**config.mk**
```make
export PLATFORM = sky130hd
export DESIGN_NAME = ex_stage_flat
export DESIGN_NICKNAME = d
export VERILOG_FILES = /design/src/rtl/ex_stage_if.sv /design/src/rtl/ex_stage.sv /design/src/flat_wrapper.sv
export SDC_FILE = /design/constraint.sdc
export NUM_CORES = 1
export LEC_CHECK = 0
export ABC_CLOCK_PERIOD_IN_PS = 5400
export BUFFER_PORTS_ARGS = -buffer_cell sky130_fd_sc_hd__buf_4
export CAP_MARGIN = 20
export CORE_MARGIN = 2
export CORE_UTILIZATION = 30
export CTS_BUF_LIST = sky130_fd_sc_hd__clkbuf_8 sky130_fd_sc_hd__clkbuf_16
export DETAILED_ROUTE_END_ITERATION = 7
export HOLD_SLACK_MARGIN = 0.03
export MAX_ROUTING_LAYER = met4
export SLEW_MARGIN = 40
export SYNTH_ARGS = -nofsm -noshare
export SYNTH_HDL_FRONTEND = slang
export SYNTH_SLANG_ARGS = --single-unit
```
**constraint.sdc**
```tcl
create_clock -name clk -period 5.4 [get_ports clk]
set_clock_uncertainty 0.05 [all_clocks]
set_input_delay 1.62 -clock clk [delete_from_list [all_inputs] [get_ports clk]]
set_output_delay 1.62 -clock clk [all_outputs]
set_load 0.02 [all_outputs]
```
**src/rtl/ex_stage_if.sv**
```systemverilog
// ID/EX inputs and EX/MEM outputs of the execute stage, bundled as one port.
interface ex_stage_if;
    // ID/EX side
    logic [1:0]  wb_in;
    logic [2:0]  mem_in;
    logic [3:0]  ex_ctl;
    logic [31:0] npc;
    logic [31:0] rd1;
    logic [31:0] rd2;
    logic [31:0] sign_ext;
    logic [4:0]  rt;
    logic [4:0]  rd;

    // stall back to ID and EX/MEM side
    logic        ex_busy;
    logic [1:0]  wb_out;
    logic [2:0]  mem_out;
    logic [31:0] branch_target;
    logic        zero;
    logic [31:0] alu_result;
    logic [31:0] rd2_out;
    logic [4:0]  write_reg;

    // upstream / environment view
    modport master (
        output wb_in, mem_in, ex_ctl, npc, rd1, rd2, sign_ext, rt, rd,
        input  ex_busy, wb_out, mem_out, branch_target, zero,
               alu_result, rd2_out, write_reg
    );

    // execute-stage view
    modport slave (
        input  wb_in, mem_in, ex_ctl, npc, rd1, rd2, sign_ext, rt, rd,
        output ex_busy, wb_out, mem_out, branch_target, zero,
               alu_result, rd2_out, write_reg
    );
endinterface

```
**src/rtl/ex_stage.sv**
```systemverilog
// Execute stage: ALU, branch target, destination select, iterative MULT,
// and the EX/MEM pipeline register.
module ex_stage #(
    parameter int unsigned MUL_CYCLES = 32
) (
    input  logic       clk,
    input  logic       rst,
    ex_stage_if.slave  bus
);

    localparam int unsigned CNT_W = (MUL_CYCLES > 1) ? $clog2(MUL_CYCLES) : 1;
    localparam int unsigned XLEN  = 32;

    localparam logic [1:0] ALUOP_ADD   = 2'b00;
    localparam logic [1:0] ALUOP_SUB   = 2'b01;
    localparam logic [1:0] ALUOP_RTYPE = 2'b10;

    localparam logic [5:0] FUNCT_ADD  = 6'b100000;
    localparam logic [5:0] FUNCT_SUB  = 6'b100010;
    localparam logic [5:0] FUNCT_AND  = 6'b100100;
    localparam logic [5:0] FUNCT_OR   = 6'b100101;
    localparam logic [5:0] FUNCT_SLT  = 6'b101010;
    localparam logic [5:0] FUNCT_MULT = 6'b011000;

    typedef enum logic [1:0] {
        IDLE = 2'd0,
        MUL  = 2'd1,
        DONE = 2'd2
    } state_t;

    state_t state;
    state_t state_nxt;

    logic [CNT_W-1:0] count;
    logic [XLEN-1:0]  mul_a;
    logic [XLEN-1:0]  mul_b;
    logic [XLEN-1:0]  product;

    logic             reg_dst;
    logic [1:0]       alu_op;
    logic             alu_src;
    logic [5:0]       funct;
    logic [XLEN-1:0]  op_b;
    logic [XLEN-1:0]  alu_c;
    logic             is_mult_c;

    logic             busy_c;
    logic             mul_start_c;
    logic             mul_step_c;
    logic             mul_finish_c;

    assign reg_dst = bus.ex_ctl[3];
    assign alu_op  = bus.ex_ctl[2:1];
    assign alu_src = bus.ex_ctl[0];
    assign funct   = bus.sign_ext[5:0];
    assign op_b    = alu_src ? bus.sign_ext : bus.rd2;

    assign is_mult_c = (alu_op == ALUOP_RTYPE) && (funct == FUNCT_MULT);

    // Single-cycle ALU; mult and unknown functs produce 0 here.
    always_comb begin
        alu_c = '0;
        case (alu_op)
            ALUOP_ADD: alu_c = bus.rd1 + op_b;
            ALUOP_SUB: alu_c = bus.rd1 - op_b;
            ALUOP_RTYPE: begin
                case (funct)
                    FUNCT_ADD: alu_c = bus.rd1 + op_b;
                    FUNCT_SUB: alu_c = bus.rd1 - op_b;
                    FUNCT_AND: alu_c = bus.rd1 & op_b;
                    FUNCT_OR:  alu_c = bus.rd1 | op_b;
                    FUNCT_SLT: alu_c = ($signed(bus.rd1) < $signed(op_b)) ? XLEN'(1) : '0;
                    default:   alu_c = '0;
                endcase
            end
            default: alu_c = '0;
        endcase
    end

    // MULT FSM state register.
    always_ff @(posedge clk) begin
        if (rst) begin
            state <= IDLE;
        end else begin
            state <= state_nxt;
        end
    end

    // MULT FSM next-state logic.
    always_comb begin
        state_nxt = state;
        case (state)
            IDLE: begin
                if (is_mult_c) begin
                    state_nxt = MUL;
                end
            end
            MUL: begin
                if (count == CNT_W'(MUL_CYCLES - 1)) begin
                    state_nxt = DONE;
                end
            end
            DONE: begin
                // The held mult is still on the inputs; it must not restart.
                state_nxt = IDLE;
            end
            default: begin
                state_nxt = IDLE;
            end
        endcase
    end

    // MULT FSM outputs: stall request and datapath controls.
    always_comb begin
        busy_c       = 1'b0;
        mul_start_c  = 1'b0;
        mul_step_c   = 1'b0;
        mul_finish_c = 1'b0;
        case (state)
            IDLE: begin
                if (is_mult_c) begin
                    busy_c      = 1'b1;
                    mul_start_c = 1'b1;
                end
            end
            MUL: begin
                busy_c     = 1'b1;
                mul_step_c = 1'b1;
            end
            DONE: begin
                mul_finish_c = 1'b1;
            end
            default: begin
                busy_c = 1'b0;
            end
        endcase
    end

    // Reset wins over a stall request in the same cycle.
    assign bus.ex_busy = busy_c & ~rst;

    // Shift-add multiplier datapath; only the low 32 product bits are kept.
    always_ff @(posedge clk) begin
        if (rst) begin
            count   <= '0;
            mul_a   <= '0;
            mul_b   <= '0;
            product <= '0;
        end else if (mul_start_c) begin
            count   <= '0;
            mul_a   <= bus.rd1;
            mul_b   <= op_b;
            product <= '0;
        end else if (mul_step_c) begin
            if (mul_b[0]) begin
                product <= product + mul_a;
            end
            mul_a <= mul_a << 1;
            mul_b <= mul_b >> 1;
            count <= count + CNT_W'(1);
        end
    end

    // EX/MEM pipeline register: bubbles while the multiplier runs.
    always_ff @(posedge clk) begin
        if (rst) begin
            bus.wb_out        <= '0;
            bus.mem_out       <= '0;
            bus.branch_target <= '0;
            bus.zero          <= 1'b0;
            bus.alu_result    <= '0;
            bus.rd2_out       <= '0;
            bus.write_reg     <= '0;
        end else begin
            bus.branch_target <= bus.npc + (bus.sign_ext << 2);
            bus.rd2_out       <= bus.rd2;
            bus.write_reg     <= reg_dst ? bus.rd : bus.rt;
            if (mul_finish_c) begin
                bus.wb_out     <= bus.wb_in;
                bus.mem_out    <= bus.mem_in;
                bus.alu_result <= product;
                bus.zero       <= (product == '0);
            end else if (mul_start_c || mul_step_c) begin
                bus.wb_out     <= '0;
                bus.mem_out    <= '0;
                bus.alu_result <= alu_c;
                bus.zero       <= (alu_c == '0);
            end else begin
                bus.wb_out     <= bus.wb_in;
                bus.mem_out    <= bus.mem_in;
                bus.alu_result <= alu_c;
                bus.zero       <= (alu_c == '0);
            end
        end
    end

endmodule

```
**src/flat_wrapper.sv**
```systemverilog
// flat-port wrapper written by rule: the top's interface ports become plain ports
module ex_stage_flat 
#(
    parameter int unsigned MUL_CYCLES = 32
)
  (clk, rst, bus_wb_in, bus_mem_in, bus_ex_ctl, bus_npc, bus_rd1, bus_rd2, bus_sign_ext, bus_rt, bus_rd, bus_ex_busy, bus_wb_out, bus_mem_out, bus_branch_target, bus_zero, bus_alu_result, bus_rd2_out, bus_write_reg);
  ex_stage_if bus_i ();
  input  logic clk;
  input  logic rst;
  input wire logic [$bits(bus_i.wb_in)-1:0] bus_wb_in;
  input wire logic [$bits(bus_i.mem_in)-1:0] bus_mem_in;
  input wire logic [$bits(bus_i.ex_ctl)-1:0] bus_ex_ctl;
  input wire logic [$bits(bus_i.npc)-1:0] bus_npc;
  input wire logic [$bits(bus_i.rd1)-1:0] bus_rd1;
  input wire logic [$bits(bus_i.rd2)-1:0] bus_rd2;
  input wire logic [$bits(bus_i.sign_ext)-1:0] bus_sign_ext;
  input wire logic [$bits(bus_i.rt)-1:0] bus_rt;
  input wire logic [$bits(bus_i.rd)-1:0] bus_rd;
  output wire logic [$bits(bus_i.ex_busy)-1:0] bus_ex_busy;
  output wire logic [$bits(bus_i.wb_out)-1:0] bus_wb_out;
  output wire logic [$bits(bus_i.mem_out)-1:0] bus_mem_out;
  output wire logic [$bits(bus_i.branch_target)-1:0] bus_branch_target;
  output wire logic [$bits(bus_i.zero)-1:0] bus_zero;
  output wire logic [$bits(bus_i.alu_result)-1:0] bus_alu_result;
  output wire logic [$bits(bus_i.rd2_out)-1:0] bus_rd2_out;
  output wire logic [$bits(bus_i.write_reg)-1:0] bus_write_reg;
  assign bus_i.wb_in = bus_wb_in;
  assign bus_i.mem_in = bus_mem_in;
  assign bus_i.ex_ctl = bus_ex_ctl;
  assign bus_i.npc = bus_npc;
  assign bus_i.rd1 = bus_rd1;
  assign bus_i.rd2 = bus_rd2;
  assign bus_i.sign_ext = bus_sign_ext;
  assign bus_i.rt = bus_rt;
  assign bus_i.rd = bus_rd;
  assign bus_ex_busy = bus_i.ex_busy;
  assign bus_wb_out = bus_i.wb_out;
  assign bus_mem_out = bus_i.mem_out;
  assign bus_branch_target = bus_i.branch_target;
  assign bus_zero = bus_i.zero;
  assign bus_alu_result = bus_i.alu_result;
  assign bus_rd2_out = bus_i.rd2_out;
  assign bus_write_reg = bus_i.write_reg;
  ex_stage #(.MUL_CYCLES(MUL_CYCLES)) u_core (.clk(clk), .rst(rst), .bus(bus_i));
endmodule
```
== Word level (Yosys, flattened, before mapping) ==
Cells that the tools add are included.
Widths: inputs -> output; s select.

* $lt $le $gt $ge: 1
* Add/sub/neg operators: 5
* Bitwise gates (word level): 4
* Eq/ne operators: 13
* Reduce and logical (&&, ||, !) cells: 10
* Multiplexer cells: 23

{| class="wikitable"
|+ Operators by type and width
! operator !! count
|-
| $mux 32 || 6
|-
| $pmux 32 s5 || 1
|-
| $add 32x32->32 || 3
|-
| $pmux 32 s3 || 1
|-
| $logic_not 32->1 || 2
|-
| $and 32x32->32 || 1
|-
| $lt 32x32->1 || 1
|-
| $or 32x32->32 || 1
|-
| $sub 32x32->32 || 1
|-
| $eq 6x6->1 const B || 5
|-
| $mux 2 || 4
|-
| $eq 6x5->1 const B || 1
|-
| $mux 1 || 6
|-
| $mux 3 || 2
|-
| $add 5x1->5 const B || 1
|-
| $eq 5x5->1 const B || 1
|-
| $mux 5 || 1
|-
| $eq 2x1->1 const B || 2
|-
| $eq 2x2->1 const B || 2
|-
| $logic_not 2->1 || 2
|-
| $ne 2x1->1 const B || 2
|-
| $pmux 2 s2 || 1
|-
| $reduce_and 2->1 || 2
|-
| $pmux 1 s2 || 1
|-
| 6 further kinds || 6
|}

* Logic and storage cells: 68
* Input bits: 149
* Output and inout port bits: 108
* Flip-flop bits (word level): 210

== Depth between registers and ports, before layout ==
* Word-level depth: 7
* Depth in mapped cells: 19
* Gate-level depth less buffers: 16

== Least setup slack after synthesis ==
Ideal clock, no wire load.

* Path type: in2reg
* From: input bus_ex_ctl[0]
* To: register u_core.bus.zero
* Data arrival time: 5592 ps
* Setup slack: -302 ps
* Library setup time: 59 ps
* Path buffers: 2
* Data required time: 5291 ps
* Stages: 18
* Cells stage by stage: clkbuf_1 -> clkbuf_1 -> mux2i_1 -> inv_1 -> ha_1 -> fa_1 -> nor2b_1 -> o221ai_1 -> a21o_1 -> a21oi_1 -> o21ai_0 -> o32ai_2 -> mux2i_1 -> or4_4 -> nor4_2 -> nand4_1 -> nor4_1 -> a41o_1

* Cells in the longest elaborated chain, start to end: 7
* Elaborated cells on any way between the ends: 11
* Classes of those cells: 2 x add/sub; 1 x order compare; 5 x mux; 2 x bitwise; 1 x reduce/logical

{| class="wikitable"
|+ RTL lines
! what !! line !! source
|-
| from (decl) || flat_wrapper.sv:12 || <nowiki>input wire logic [$bits(bus_i.ex_ctl)-1:0] bus_ex_ctl;</nowiki>
|-
| $mux 32 * || ex_stage.sv:56 || <nowiki>assign op_b = alu_src ? bus.sign_ext : bus.rd2;</nowiki>
|-
| $lt 32x32->1 || ex_stage.sv:72 || <nowiki>FUNCT_SLT: alu_c = ($signed(bus.rd1) < $signed(op_b)) ? XLEN'(1) : '0;</nowiki>
|-
| $mux 1 || ex_stage.sv:72 ||
|-
| $pmux 32 s5 || ex_stage.sv:67 || <nowiki>case (funct)</nowiki>
|-
| $pmux 32 s3 * || ex_stage.sv:63 || <nowiki>case (alu_op)</nowiki>
|-
| $logic_not 32->1 * || ex_stage.sv:187, ex_stage.sv:192 ||
|-
| $mux 1 * || ex_stage.sv:178 || <nowiki>if (mul_finish_c) begin</nowiki>
|-
| to (signal assigned) || ex_stage.sv:182 || <nowiki>bus.zero <= (product == '0);</nowiki>
|-
| to (signal assigned) || ex_stage.sv:187 || <nowiki>bus.zero <= (alu_c == '0);</nowiki>
|-
| to (signal assigned) || ex_stage.sv:192 || <nowiki>bus.zero <= (alu_c == '0);</nowiki>
|-
| to (decl) || ex_stage_if.sv:34 || <nowiki>output ex_busy, wb_out, mem_out, branch_target, zero,</nowiki>
|}

Every way passes the cells marked *; elsewhere a longest branch is shown, timed or not.
A chain may end at the register's enable or synchronous reset.

== Worst setup path in the final report ==
Same ends and word-level chain as after synthesis.

==> results.sh <==
export IMPL_setup_viol=0
export IMPL_rows=85
export IMPL_die_w_um=236
export IMPL_tns_ps=0
export IMPL_vias_per_cell=5.40
export IMPL_path_cells="buf_4 -> buf_4 -> buf_12 -> mux2_2 -> inv_1 -> ha_1 -> nand4b_1 -> a211oi_1 -> buf_4 -> o211ai_1 -> nand2_1 -> buf_4 -> a221o_1 -> nor4b_1 -> a2111oi_1 -> a2bb2oi_1 -> nor4_2 -> nand4_1 -> nor4_2 -> a41o_1"
export IMPL_pwr_share_comb_pct=34.1
export IMPL_placed_area_um2=21300
export IMPL_start_kind="input pin"
export IMPL_clkTransAtPathRegs_ps=60
export IMPL_grt_pass1_vias=17584
export IMPL_min_from="u_core.mul_b[29]"
export IMPL_post_route_cell_area_um2=22400
export IMPL_ys_seq_area_share_pct=26.0
export IMPL_power_internal_mw=3.70
export IMPL_finalWeightedCongestion=0.975
export IMPL_drt_iter0_drc=1594
export IMPL_synth_edf_count=0
export IMPL_arrival_ps=5740
export IMPL_globalRouteOverflowTotal=0
export IMPL_setup_ws_ps=127
export IMPL_p_seq_share_pct=30.0
export IMPL_maxSlewViolCount=0
export IMPL_synth_top_area_share_pct=26.0
export IMPL_drive_gt1_share_pct=28.5
export IMPL_num_io_pins=257
export IMPL_avgSynthCellArea_um2=7.75
export IMPL_status="finished, final reports clean"
export IMPL_route_antenna_remaining_nets=0
export IMPL_p_switching_mw=1.82
export IMPL_slowest_delay_ps=350
export IMPL_grt_start_max_net_pins=72
export IMPL_multi_input_area_um2=11100
export IMPL_crit_path_start="bus_ex_ctl[0]"
export IMPL_rrSetupSlack_ps=1520
export IMPL_syn_cell_area_um2=16200
export IMPL_r2r_start="u_core.product[0]"
export IMPL_tritoncts="yes"
export IMPL_r2r_end="u_core.product[30]"
export IMPL_firstDrtPassIters=5
export IMPL_slowest_stage="mux2_2"
export IMPL_clk_latency_ps=570
export IMPL_fmax_ghz=0.190
export IMPL_synth_nets=2419
export IMPL_io_buffer_count=256
export IMPL_rr_worst_depth=14
export IMPL_initial_core_util_pct=30.2
export IMPL_cts_root_buf="clkbuf_16"
export IMPL_crit_family="simple AND/OR/NAND/NOR gates"
export IMPL_worst_path_buf_inv=6
export IMPL_synth_top_flop_cell="dfxtp_1"
export IMPL_yosys_warnings=0
export IMPL_die_area_um2=55800
export IMPL_vias=18011
export IMPL_synth_area_leaders="dfxtp_1 (26%), ha_1 (14%), a21oi_1 (6.2%)"
export IMPL_final_util_pct=41.7
export IMPL_synth_cell_types=90
export IMPL_period_minus_slack_ps=5270
export IMPL_synth_most_common_cell="nand2_1"
export IMPL_drc=0
export IMPL_p_leak_nw=10.4
export IMPL_p_per_area_nw_per_um2=247
export IMPL_path_common_cell="buf_4"
export IMPL_wl_per_cell_um=21.1
export IMPL_netlist_instances=2089
export IMPL_synthToLayoutAreaGrowth_pct=38.2
export IMPL_hold_path_end="u_core.mul_b[29]"
export IMPL_cap_violations=0
export IMPL_ys_ff_latch=210
export IMPL_cts_made_buffers=27
export IMPL_crit_required_ps=5870
export IMPL_coreArea_um2=53600
export IMPL_die_height_um=236
export IMPL_hold_buffers=0
export IMPL_routed_wl_mm=70.4
export IMPL_grt_pass1_wl_mm=106
export IMPL_hp_class="reg -> reg"
export IMPL_ir_worst_vdd_mv=0.203
export IMPL_fin_cells=3335
export IMPL_finalCritPeriodShare_pct=97.6
export IMPL_antenna_found_initial=2
export IMPL_holdWs_ps=406
export IMPL_place_hpwl_mm=55.5
export IMPL_track_usage_pct=25.1
export IMPL_htree_num_levels=1
export IMPL_maxSlewHeadroom_pct=41.8
export IMPL_dp_slack_ps=-567
export IMPL_synth_top_cells_by_count="nand2_1 (225), nor2_1 (223), dfxtp_1 (210)"
export IMPL_finalHoldViolCount=0
export IMPL_crit_fanout=7
export IMPL_hold_path_depth=2
export IMPL_synth_largest_area_cell="dfxtp_1"
export IMPL_total_power_mw=5.52
export IMPL_cts_sinks=210
export IMPL_placed_cells=3285
export IMPL_clkPwrFrac_pct=35.9
export IMPL_worst_slew_pin_transition_ps=871
export IMPL_rsz0062_at_grt="true"
export IMPL_clock_path_buffers=3
export IMPL_nNetsFinal=2949
export IMPL_path_class="in -> reg"
export IMPL_fillerInstances=5485
export IMPL_seqCellArea_um2=4200
export IMPL_crit_path_end_kind="register"
export IMPL_swShare_pct=32.9
export IMPL_async_reset_ff_share_pct=0
## area by class of cell
cell class                 count  share of cell area [%]
multi-input combinational   1637                    49.8
timing repair buffer         616                    21.1
sequential                   210                    18.8
tap                          696                    3.89
clock buffer                  31                    3.27
inverter                     127                    2.13
clock inverter                17                    1.02
antenna                        1                  0.0112
## logic make-up (layout without fill, tap and decap cells)
logic type	after synthesis	count (layout)	share of synthesized area (%)
flops	210	210	26.0
compound gates	624	624	26.3
other cells	0	1	0
buf+inv	242	791	5.78
xor+xnor	63	63	3.41
mux	51	51	3.43
simple gates	718	718	20.9
fa+ha+maj	181	181	14.2
## power by group through the flow
stage	registers, mW	clock network [mW]	logic [mW]
global route	1.66	2.08	2.01
floorplan	1.78	0	0.804
CTS	1.65	2.03	1.86
global placement	1.69	0	1.84
detailed placement	1.69	0	1.84
finish	1.65	1.98	1.88
## worst register-to-register path: cells and delay by family (launching register included)
kind                     cells  cell delay (ps)
AO/OA/AOI/OAI               10             2430
adder cells (fa/ha/maj)      2              600
buffers and inverters        1               60
flip-flops                   1              470
AND/OR/NAND/NOR              1              170
## layout by cell type, fill, tap and decap left out, types with 35 or more instances in the layout
cell type | netlist | routed
a311oi_1 | 37 | 37
buf_4 | 1 | 607
nand2_1 | 225 | 225
a211oi_1 | 36 | 35
nor2b_1 | 58 | 56
o21ai_0 | 62 | 60
mux2_2 | 35 | 35
ha_1 | 177 | 177
xnor2_1 | 39 | 39
a21o_1 | 42 | 42
dfxtp_1 | 210 | 210
a21oi_1 | 202 | 196
inv_1 | 125 | 128
nor2_1 | 223 | 221
## per-layer routing
layer / vias up / part of all wire [%] / global-route usage [%]
li1: 8580 / - / -
met1: 8622 / 46 / 33.8
met2: 700 / 44 / 39.5
met3: 109 / 6.6 / 3.01
met4: 0 / 2.9 / 6.87
met5: - / 0 / -
## worst max-delay path by stage
stage	to	slack (ps)	cells past startpoint
after floorplan	u_core.bus.zero	30	18
after global placement	u_core.bus.zero	-530	20
after detailed placement	u_core.bus.zero	-570	20
after CTS	u_core.bus.zero	20	18
after global routing	u_core.bus.zero	-30	20
final	u_core.bus.zero	130	20
## what timing repair did
action,4_1_cts,5_1_grt
setup endpoints to repair,1,6
pin swaps,0,2
gates resized for setup,1,12
buffers inserted,0,1
Power figures use the tool's default switching activity.
